--- config.mk ---
export PLATFORM = sky130hd
export DESIGN_NAME = wbu_sched
export DESIGN_NICKNAME = d
export VERILOG_FILES = /design/src/rtl/wbu_sched.sv
export SDC_FILE = /design/constraint.sdc
export NUM_CORES = 1
export LEC_CHECK = 0
export CAP_MARGIN = 20
export CORE_ASPECT_RATIO = 0.7
export CORE_MARGIN = 2
export CORE_UTILIZATION = 40
export DETAILED_ROUTE_END_ITERATION = 10
export PLACE_DENSITY_LB_ADDON = 0.05
export SLEW_MARGIN = 5
export SYNTH_ARGS = -nofsm -noshare
export SYNTH_HDL_FRONTEND = slang
export SYNTH_SLANG_ARGS = --single-unit
--- constraint.sdc ---
create_clock -name clk -period 10.24 [get_ports clk]
set_input_delay 2.048 -clock clk [delete_from_list [all_inputs] [get_ports clk]]
set_output_delay 2.048 -clock clk [all_outputs]
set_load 0.02 [all_outputs]
--- src/rtl/wbu_sched.sv ---
// Writeback channel scheduler: grants up to two regfile write channels per cycle using
// starvation override, optional fixed priority (WBU_SCHED_PRIO_EN), then round-robin.
module wbu_sched #(
  parameter int unsigned         NUM_REQ      = 8,
  parameter int unsigned         STARVE_LIMIT = 4,
  parameter logic [NUM_REQ-1:0]  PRIO_MASK    = NUM_REQ'(8'h80)
) (
  input  logic               clk,
  input  logic               rst_n,
  input  logic [NUM_REQ-1:0] req_valid_i,
  output logic [NUM_REQ-1:0] req_ready_o,
  input  logic               ch2_en_i,
  input  logic               wb_stall_i,
  output logic               ch1_valid_o,
  output logic               ch2_valid_o,
  output logic [2:0]         ch1_sel_o,
  output logic [2:0]         ch2_sel_o,
  output logic               starve_evt_o
);

  localparam int unsigned SEL_W = 3;
  localparam int unsigned CNT_W = 4;
`ifdef WBU_SCHED_PRIO_EN
  localparam logic PRIO_EN = 1'b1;
`else
  localparam logic PRIO_EN = 1'b0;
`endif

  logic [SEL_W-1:0] rr_ptr_q, rr_ptr_d;
  logic [CNT_W-1:0] wait_cnt_q [NUM_REQ];
  logic             starve_evt_q;

  logic [NUM_REQ-1:0] forced, prio, avail1, avail2;
  logic               rr1, rr2, frc1, frc2;

  // Pick one requester from avail: forced first, then priority, then round-robin from ptr.
  function automatic void pick(
    input  logic [NUM_REQ-1:0] avail,
    input  logic [NUM_REQ-1:0] frc_m,
    input  logic [NUM_REQ-1:0] prio_m,
    input  logic [SEL_W-1:0]   ptr,
    output logic               vld,
    output logic [SEL_W-1:0]   sel,
    output logic               is_rr,
    output logic               is_frc
  );
    logic [NUM_REQ-1:0] cand;
    int unsigned        idx;
    vld    = 1'b0;
    sel    = '0;
    is_rr  = 1'b0;
    is_frc = 1'b0;
    if (|(avail & frc_m)) begin
      cand   = avail & frc_m;
      is_frc = 1'b1;
    end else if (|(avail & prio_m)) begin
      cand = avail & prio_m;
    end else begin
      cand  = '0;
      is_rr = |avail;
    end
    if (is_rr) begin
      for (int unsigned k = 0; k < NUM_REQ; k++) begin
        idx = (int'(ptr) + k) % NUM_REQ;
        if (avail[idx] && !vld) begin
          vld = 1'b1;
          sel = SEL_W'(idx);
        end
      end
    end else begin
      for (int unsigned i = 0; i < NUM_REQ; i++) begin
        if (cand[i] && !vld) begin
          vld = 1'b1;
          sel = SEL_W'(i);
        end
      end
    end
  endfunction

  always_comb begin
    forced      = '0;
    prio        = req_valid_i & (PRIO_MASK & {NUM_REQ{PRIO_EN}});
    avail1      = (rst_n && !wb_stall_i) ? req_valid_i : '0;
    avail2      = '0;
    req_ready_o = '0;
    rr_ptr_d    = rr_ptr_q;
    for (int unsigned i = 0; i < NUM_REQ; i++)
      forced[i] = req_valid_i[i] && (wait_cnt_q[i] == CNT_W'(STARVE_LIMIT));

    pick(avail1, forced, prio, rr_ptr_q, ch1_valid_o, ch1_sel_o, rr1, frc1);

    // Channel 2 draws from the same order with the channel-1 winner removed.
    if (ch2_en_i) begin
      avail2 = avail1;
      for (int unsigned i = 0; i < NUM_REQ; i++)
        if (ch1_valid_o && ch1_sel_o == SEL_W'(i)) avail2[i] = 1'b0;
    end
    pick(avail2, forced, prio, rr_ptr_q, ch2_valid_o, ch2_sel_o, rr2, frc2);

    for (int unsigned i = 0; i < NUM_REQ; i++)
      req_ready_o[i] = (ch1_valid_o && ch1_sel_o == SEL_W'(i)) ||
                       (ch2_valid_o && ch2_sel_o == SEL_W'(i));

    if (rr2)      rr_ptr_d = SEL_W'((int'(ch2_sel_o) + 1) % NUM_REQ);
    else if (rr1) rr_ptr_d = SEL_W'((int'(ch1_sel_o) + 1) % NUM_REQ);
  end

  // Pointer, starvation counters and forced-grant pulse.
  always_ff @(posedge clk or negedge rst_n) begin
    if (!rst_n) begin
      rr_ptr_q     <= '0;
      starve_evt_q <= 1'b0;
      for (int unsigned i = 0; i < NUM_REQ; i++) wait_cnt_q[i] <= '0;
    end else begin
      rr_ptr_q     <= rr_ptr_d;
      starve_evt_q <= frc1 | frc2;
      for (int unsigned i = 0; i < NUM_REQ; i++) begin
        if (req_valid_i[i] && !req_ready_o[i]) begin
          if (wait_cnt_q[i] < CNT_W'(STARVE_LIMIT)) wait_cnt_q[i] <= wait_cnt_q[i] + CNT_W'(1);
        end else begin
          wait_cnt_q[i] <= '0;
        end
      end
    end
  end

  assign starve_evt_o = starve_evt_q;

endmodule

# Word-level counts from Yosys, hierarchy flattened
# Index checks and enable logic that the tools add are counted.
# word_totals
ff_bits	36
inputBits	12
elab_cells	349
# op_classes
n_addsub	17
magnitude_cmp	16
n_eq_ne	30
muxes	160
bitwise	3
n_reduce_logical	113
# op_table
operator	n
$mux W3	32
$mux W1	92
$mux W4	16
$logic_and A1 B1 Y1	61
$bmux W1 S3	16
$logic_not A1 Y1	37
$add A4 B1 Y4 const B	8
$eq A4 B3 Y1 const B	8
$lt A3 B4 Y1 const B	8
$lt A4 B3 Y1 const B	8
$mux W8	4
$reduce_or A8 Y1	4
$eq A3 B3 Y1 const B	8
$and A8 B8 Y8	2
$ne A2 B1 Y1 const B	8
$add A3 B3 Y3 const B	4
$eq A3 B2 Y1 const B	4
$add A3 B1 Y3 const B	3
$logic_or A1 B1 Y1	8
$add A3 B2 Y3 const B	2
$eq A3 B1 Y1 const B	2
$logic_not A3 Y1	2
$reduce_bool A2 Y1	1
$or A1 B1 Y1	1

# Longest topological paths before layout
# logic_depth
word_depth	79
mapped_depth	24
ltp_nobuf	21

# Worst setup path after synthesis
# Ideal clock, no wire load.
# synth_path
kind	input -> output
startpoint	input req_valid_i[6]
endpoint	output req_ready_o[3]
arrival_ns	7.049
t_required_ns	8.192
setup_slack_ns	1.143
stages	14
n_path_buf	1
cell_sequence	clkbuf_1 > nor4_1 > a21oi_1 > nand3_1 > o41ai_4 > nor2_1 > o31a_1 > mux4_2 > o32a_1 > or4b_4 > o311ai_2 > a32o_2 > a21boi_2 > a2bb2o_1
# synth_via
elab_cells_between_ends	222
cone_classes	eq/ne (8); mux (140); bitwise (2); reduce/logical (72)
# synth_rtl
element	line	text
from (decl)	10	input logic [NUM_REQ-1:0] req_valid_i,
$mux W8 / $logic_and A1 B1 Y1 (equally long branches)	83, 88	
$and A8 B8 Y8	53, 54	
$reduce_or A8 Y1	53	if (|(avail & frc_m)) begin
$mux W8	53	
$mux W1	72	if (cand[i] && !vld) begin
$mux W1	62	if (is_rr) begin
$logic_not A1 Y1	72	
$logic_and A1 B1 Y1	72	
[26 not listed]	-	
named net ch1_valid_o	14	output logic ch1_valid_o,
[32 not listed]	-	
$logic_not A1 Y1	72	
$logic_and A1 B1 Y1	72	
$mux W3	72	
$mux W3 (*)	62	
named net ch2_sel_o[0]	17	output logic [2:0] ch2_sel_o,
$eq A3 B2 Y1 (*)	102	(ch2_valid_o && ch2_sel_o == SEL_W'(i));
$logic_and A1 B1 Y1 (*)	102	
$logic_or A1 B1 Y1 (*)	101	req_ready_o[i] = (ch1_valid_o && ch1_sel_o == SEL_W'(i)) ||
to (decl)	11	output logic [NUM_REQ-1:0] req_ready_o,
# The timed path passes the listed nets; every way through them passes the cells marked *. The select of a mux whose other input is x is not followed.

# Final worst setup path
# layout_path
startpoint	input req_valid_i[3]
endpoint	output req_ready_o[3]
# layout_via
elab_chain_cells	74
elab_cells_between_ends	222
cone_classes	eq/ne (8); mux (140); bitwise (2); reduce/logical (72)
# layout_rtl
element	line
$mux W8 / $logic_and A1 B1 Y1 (equally long branches)	83, 88
$and A8 B8 Y8	53, 54
$reduce_or A8 Y1	53
$mux W8	53
$mux W1	72
$mux W1	62
$logic_not A1 Y1	72
$logic_and A1 B1 Y1	72
[58 not listed]	-
$mux W1	62
$logic_not A1 Y1	72
$logic_and A1 B1 Y1	72
$mux W3	72
$mux W3	62
$eq A3 B2 Y1	102
$logic_and A1 B1 Y1	102
$logic_or A1 B1 Y1 (*)	101
# Mark *: on every way between the ends. The rest lies on a longest branch, timed or not. The select of a mux whose other input is x is not followed.

==> impl_metrics.yaml <==
timing:
  maxClockFrequency_mhz: 100.0
  hold_viol: 0
  fin_crit_sh: 0.9761
  holdWs_ns: 0.5439
  rsz0062_at_grt: "false"
  clock_skew_ns: 0.004262
  layout_min_cycle_time_ns: 9.995
  relSlewSlack: 0.4353
  tns_ns: 0
  slew_violations: 0
  tightest_slew_ns: 0.8470
  setup_viol: 0
synth:
  synth_area_sq_um: 4818
  synth_top_area_frac: 0.1870
  synthFlopType: "dfrtp_1"
  synth_commonest_cells: "nand2_1 (53), dfrtp_1 (36), o21ai_0 (35)"
  yosysSeqAreaShare: 0.1870
  synth.area.top_cells: "dfrtp_1 (19%), mux2i_1 (5.2%), ha_1 (4.9%)"
  synthCells: 590
  synth_edf_count: 0
  yosys_register_bits: 36
  async_flop_share: 1.000
  synthMostInstantiatedCell: "nand2_1"
  syn_area_per_cell_sq_um: 8.167
  syn-num-nets: 621
  synth_cell_type_count: 91
  yosysTopAreaCell: "dfrtp_1"
  ys_warn_count: 0
clock_tree:
  clk_path_buf_depth: 2
  clk_root_buffer_cell: "clkbuf_16"
  worstSkewPairLatency_ns: 0.29
  hold_buffers: 0
  h-tree-depth: 2
  numCtsBuffers: 5
  path_clk_slew_ns: 0.06
  cts_tree: "built"
  cts_sinks: 36
grt:
  overflow: 0
  grt_pass1_wl_mm: 27.51
  antenna_found_initial: 0
  grt_use_total: 0.2792
  grt_max_degree: 25
  first_global_vias: 4823
setup_path:
  path_cells: "clkdlybuf4s50_1, buf_4, mux2_2, mux2i_1, o22ai_1, a211oi_2, a221oi_4, nand2_2, buf_4, mux2i_1, o21a_1, mux4_2, o32a_1, or4b_4, o311ai_2, a32o_2, a21boi_2, a2bb2o_1, clkdlybuf4s50_1"
  critical_path_class: "input pin to primary output"
  crit_arrival_ns: 7.95
  critical_path.n_buffers_inverters: 4
  slowest_delay_ns: 0.61
  cp_max_fo: 12
  required_ns: 8.19
  cp-start-kind: "input pin"
  worstSetupEndpointType: "primary output"
  cp_slowest_cell: "clkdlybuf4s50_1"
  critPathTopFamily: "compound AO/OA/AOI/OAI gates"
finish:
  fin_nets: 691
  area_growth_pct: 21.99
  diodes: 0
  final_layout_size_suffix_gt1_frac: 0.2012
die:
  die_h_microns: 95.83
  start_util: 0.4109
  die-width_microns: 135.2
  fp.coreArea_sq_um: 11730
  pin_count: 29
  dieArea_sq_um: 12950
  rows: 33
power_and_ir_drop:
  power_density_nw_per_um2: 232.3
  ir_worst_vdd_uv: 183.2
  p_leak_nw: 2.456
status:
  outcome: "finished, final reports clean"
route:
  vias: 5337
  wl_mm: 17.97
  drt-pass1-iter-count: 6
  ant_nets: 0
  drc: 0
  vias_per_cell: 6.524
  wl_per_cell_microns: 21.96
  dr.first_iter.drc_count: 731
job:
  max_cap_viol_count: 0
min_path:
  hold_class: "flop to flop"
placement:
  numPortBuffers: 28
  gp_congestion: 1.012
  dp_hpwl_mm: 14.36
flip-flops by register name, summed over array words and instances, names as in the netlist:
signal and cells:
wait_cnt_q 32, starve_evt_o 1, rr_ptr_q 3
stage by stage:
step	instances	area [sq um]	setup WS, ns	util	total power, mW
after global routing	818	5878	0.02956	0.5013	1.446
after global placement	809	5638	-0.05422	0.4808	1.165
after detailed placement	809	5638	0.08271	0.4808	1.160
after floorplan	590	4818	1.143	-	0.8665
final	818	5878	0.2446	0.5013	1.365
after CTS	817	5788	0.01936	0.4936	1.327
logic make-up (layout without fill, tap and decap cells):
logic type | count (synthesis) | in the layout | synth area share
buffers and inverters | 66 | 137 | 0.06050
AOI/OAI and AO/OA | 229 | 229 | 0.3571
muxes | 47 | 47 | 0.1257
adders and majority gates | 19 | 19 | 0.04934
DFF | 36 | 36 | 0.1870
xor gates and xnor gates | 12 | 12 | 0.02337
and+or+nand+nor | 181 | 181 | 0.1971
what timing repair did:
item | 4_1_cts | 5_1_grt
setup endpoints to repair | 0 | 10
endpoints found under the hold margin | 0 | 0
buffers inserted | 0 | 1
resized for setup | 0 | 18
worst paths after layout:
| check | from | slack, ns | end | cells past startpoint |
|---|---|---|---|---|
| max | req_valid_i[3] | 0.24 | req_ready_o[3] | 19 |
| min | wait_cnt_q[27] | 0.54 | wait_cnt_q[27] | 2 |
| max reg2reg | rr_ptr_q[1] | 3.82 | wait_cnt_q[5] | 22 |
| min reg2reg | wait_cnt_q[27] | 0.54 | wait_cnt_q[27] | 2 |
| max in group asynchronous | rst_n | 8.16 | wait_cnt_q[2] | 2 |
| min in group asynchronous | rst_n | 1.80 | wait_cnt_q[28] | 2 |
worst reg2reg max path: stages (launching register included):
cell	delay (ns)
dfrtp_1	0.37
clkinv_1	0.07
buf_4	0.20
ha_1	0.38
buf_4	0.31
nand3b_1	0.25
o22ai_1	0.39
mux2_2	0.26
a221oi_2	0.10
a221oi_4	0.39
nand2_2	0.16
buf_4	0.23
mux2i_1	0.15
o21a_1	0.21
mux4_2	0.48
o32a_1	0.37
buf_4	0.15
or2_2	0.29
a211oi_1	0.25
o21ai_2	0.20
buf_4	0.19
a21oi_1	0.65
a221oi_1	0.21
power breakdown:
group / switching [mW] / total, mW / internal [mW]
clock network: 0.0643 / 0.161 / 0.0970
registers: 0.0370 / 0.210 / 0.173
logic: 0.593 / 0.994 / 0.401
area by class of cell:
type	count	area (sq um)
Tap cell	157	196.4
Timing Repair Buffer	96	810.8
Fill cell	1160	5848
Inverter	33	123.9
Sequential cell	36	900.9
Clock buffer	7	142.6
Multi-Input combinational cell	488	3696
Clock inverter	1	7.507
per-layer routing:
layer | global-route usage | vias up | share of wire
li1 | - | 2450 | -
met5 | 0 | - | 0
met1 | 0.4172 | 2534 | 0.47
met3 | 0.06424 | 41 | 0.10
met4 | 0.04688 | 0 | 0.015
met2 | 0.4133 | 312 | 0.41
placed cells by master, fill, tap and decap left out, types with 5 or more instances in the layout:
cell type and n:
dfrtp_1 36, o211ai_1 12, xnor2_1 11, and2_1 10
nand2b_1 8, clkdlybuf4s50_1 22, mux2i_1 24, and3_1 9
nand4_1 8, a211oi_1 31, nand3_1 15, o21ai_1 7
o21ai_0 34, o31ai_1 5, ha_1 19, mux4_2 7
a211o_1 5, o22ai_1 14, a22oi_1 9, inv_1 30
nor2_1 32, clkbuf_16 5, mux2_2 8, o21a_1 9
nor3_1 7, buf_4 67, dlymetal6s2s_1 5, nand2_1 53
a21oi_1 30
Note: power is estimated with default switching activity, not from simulation.
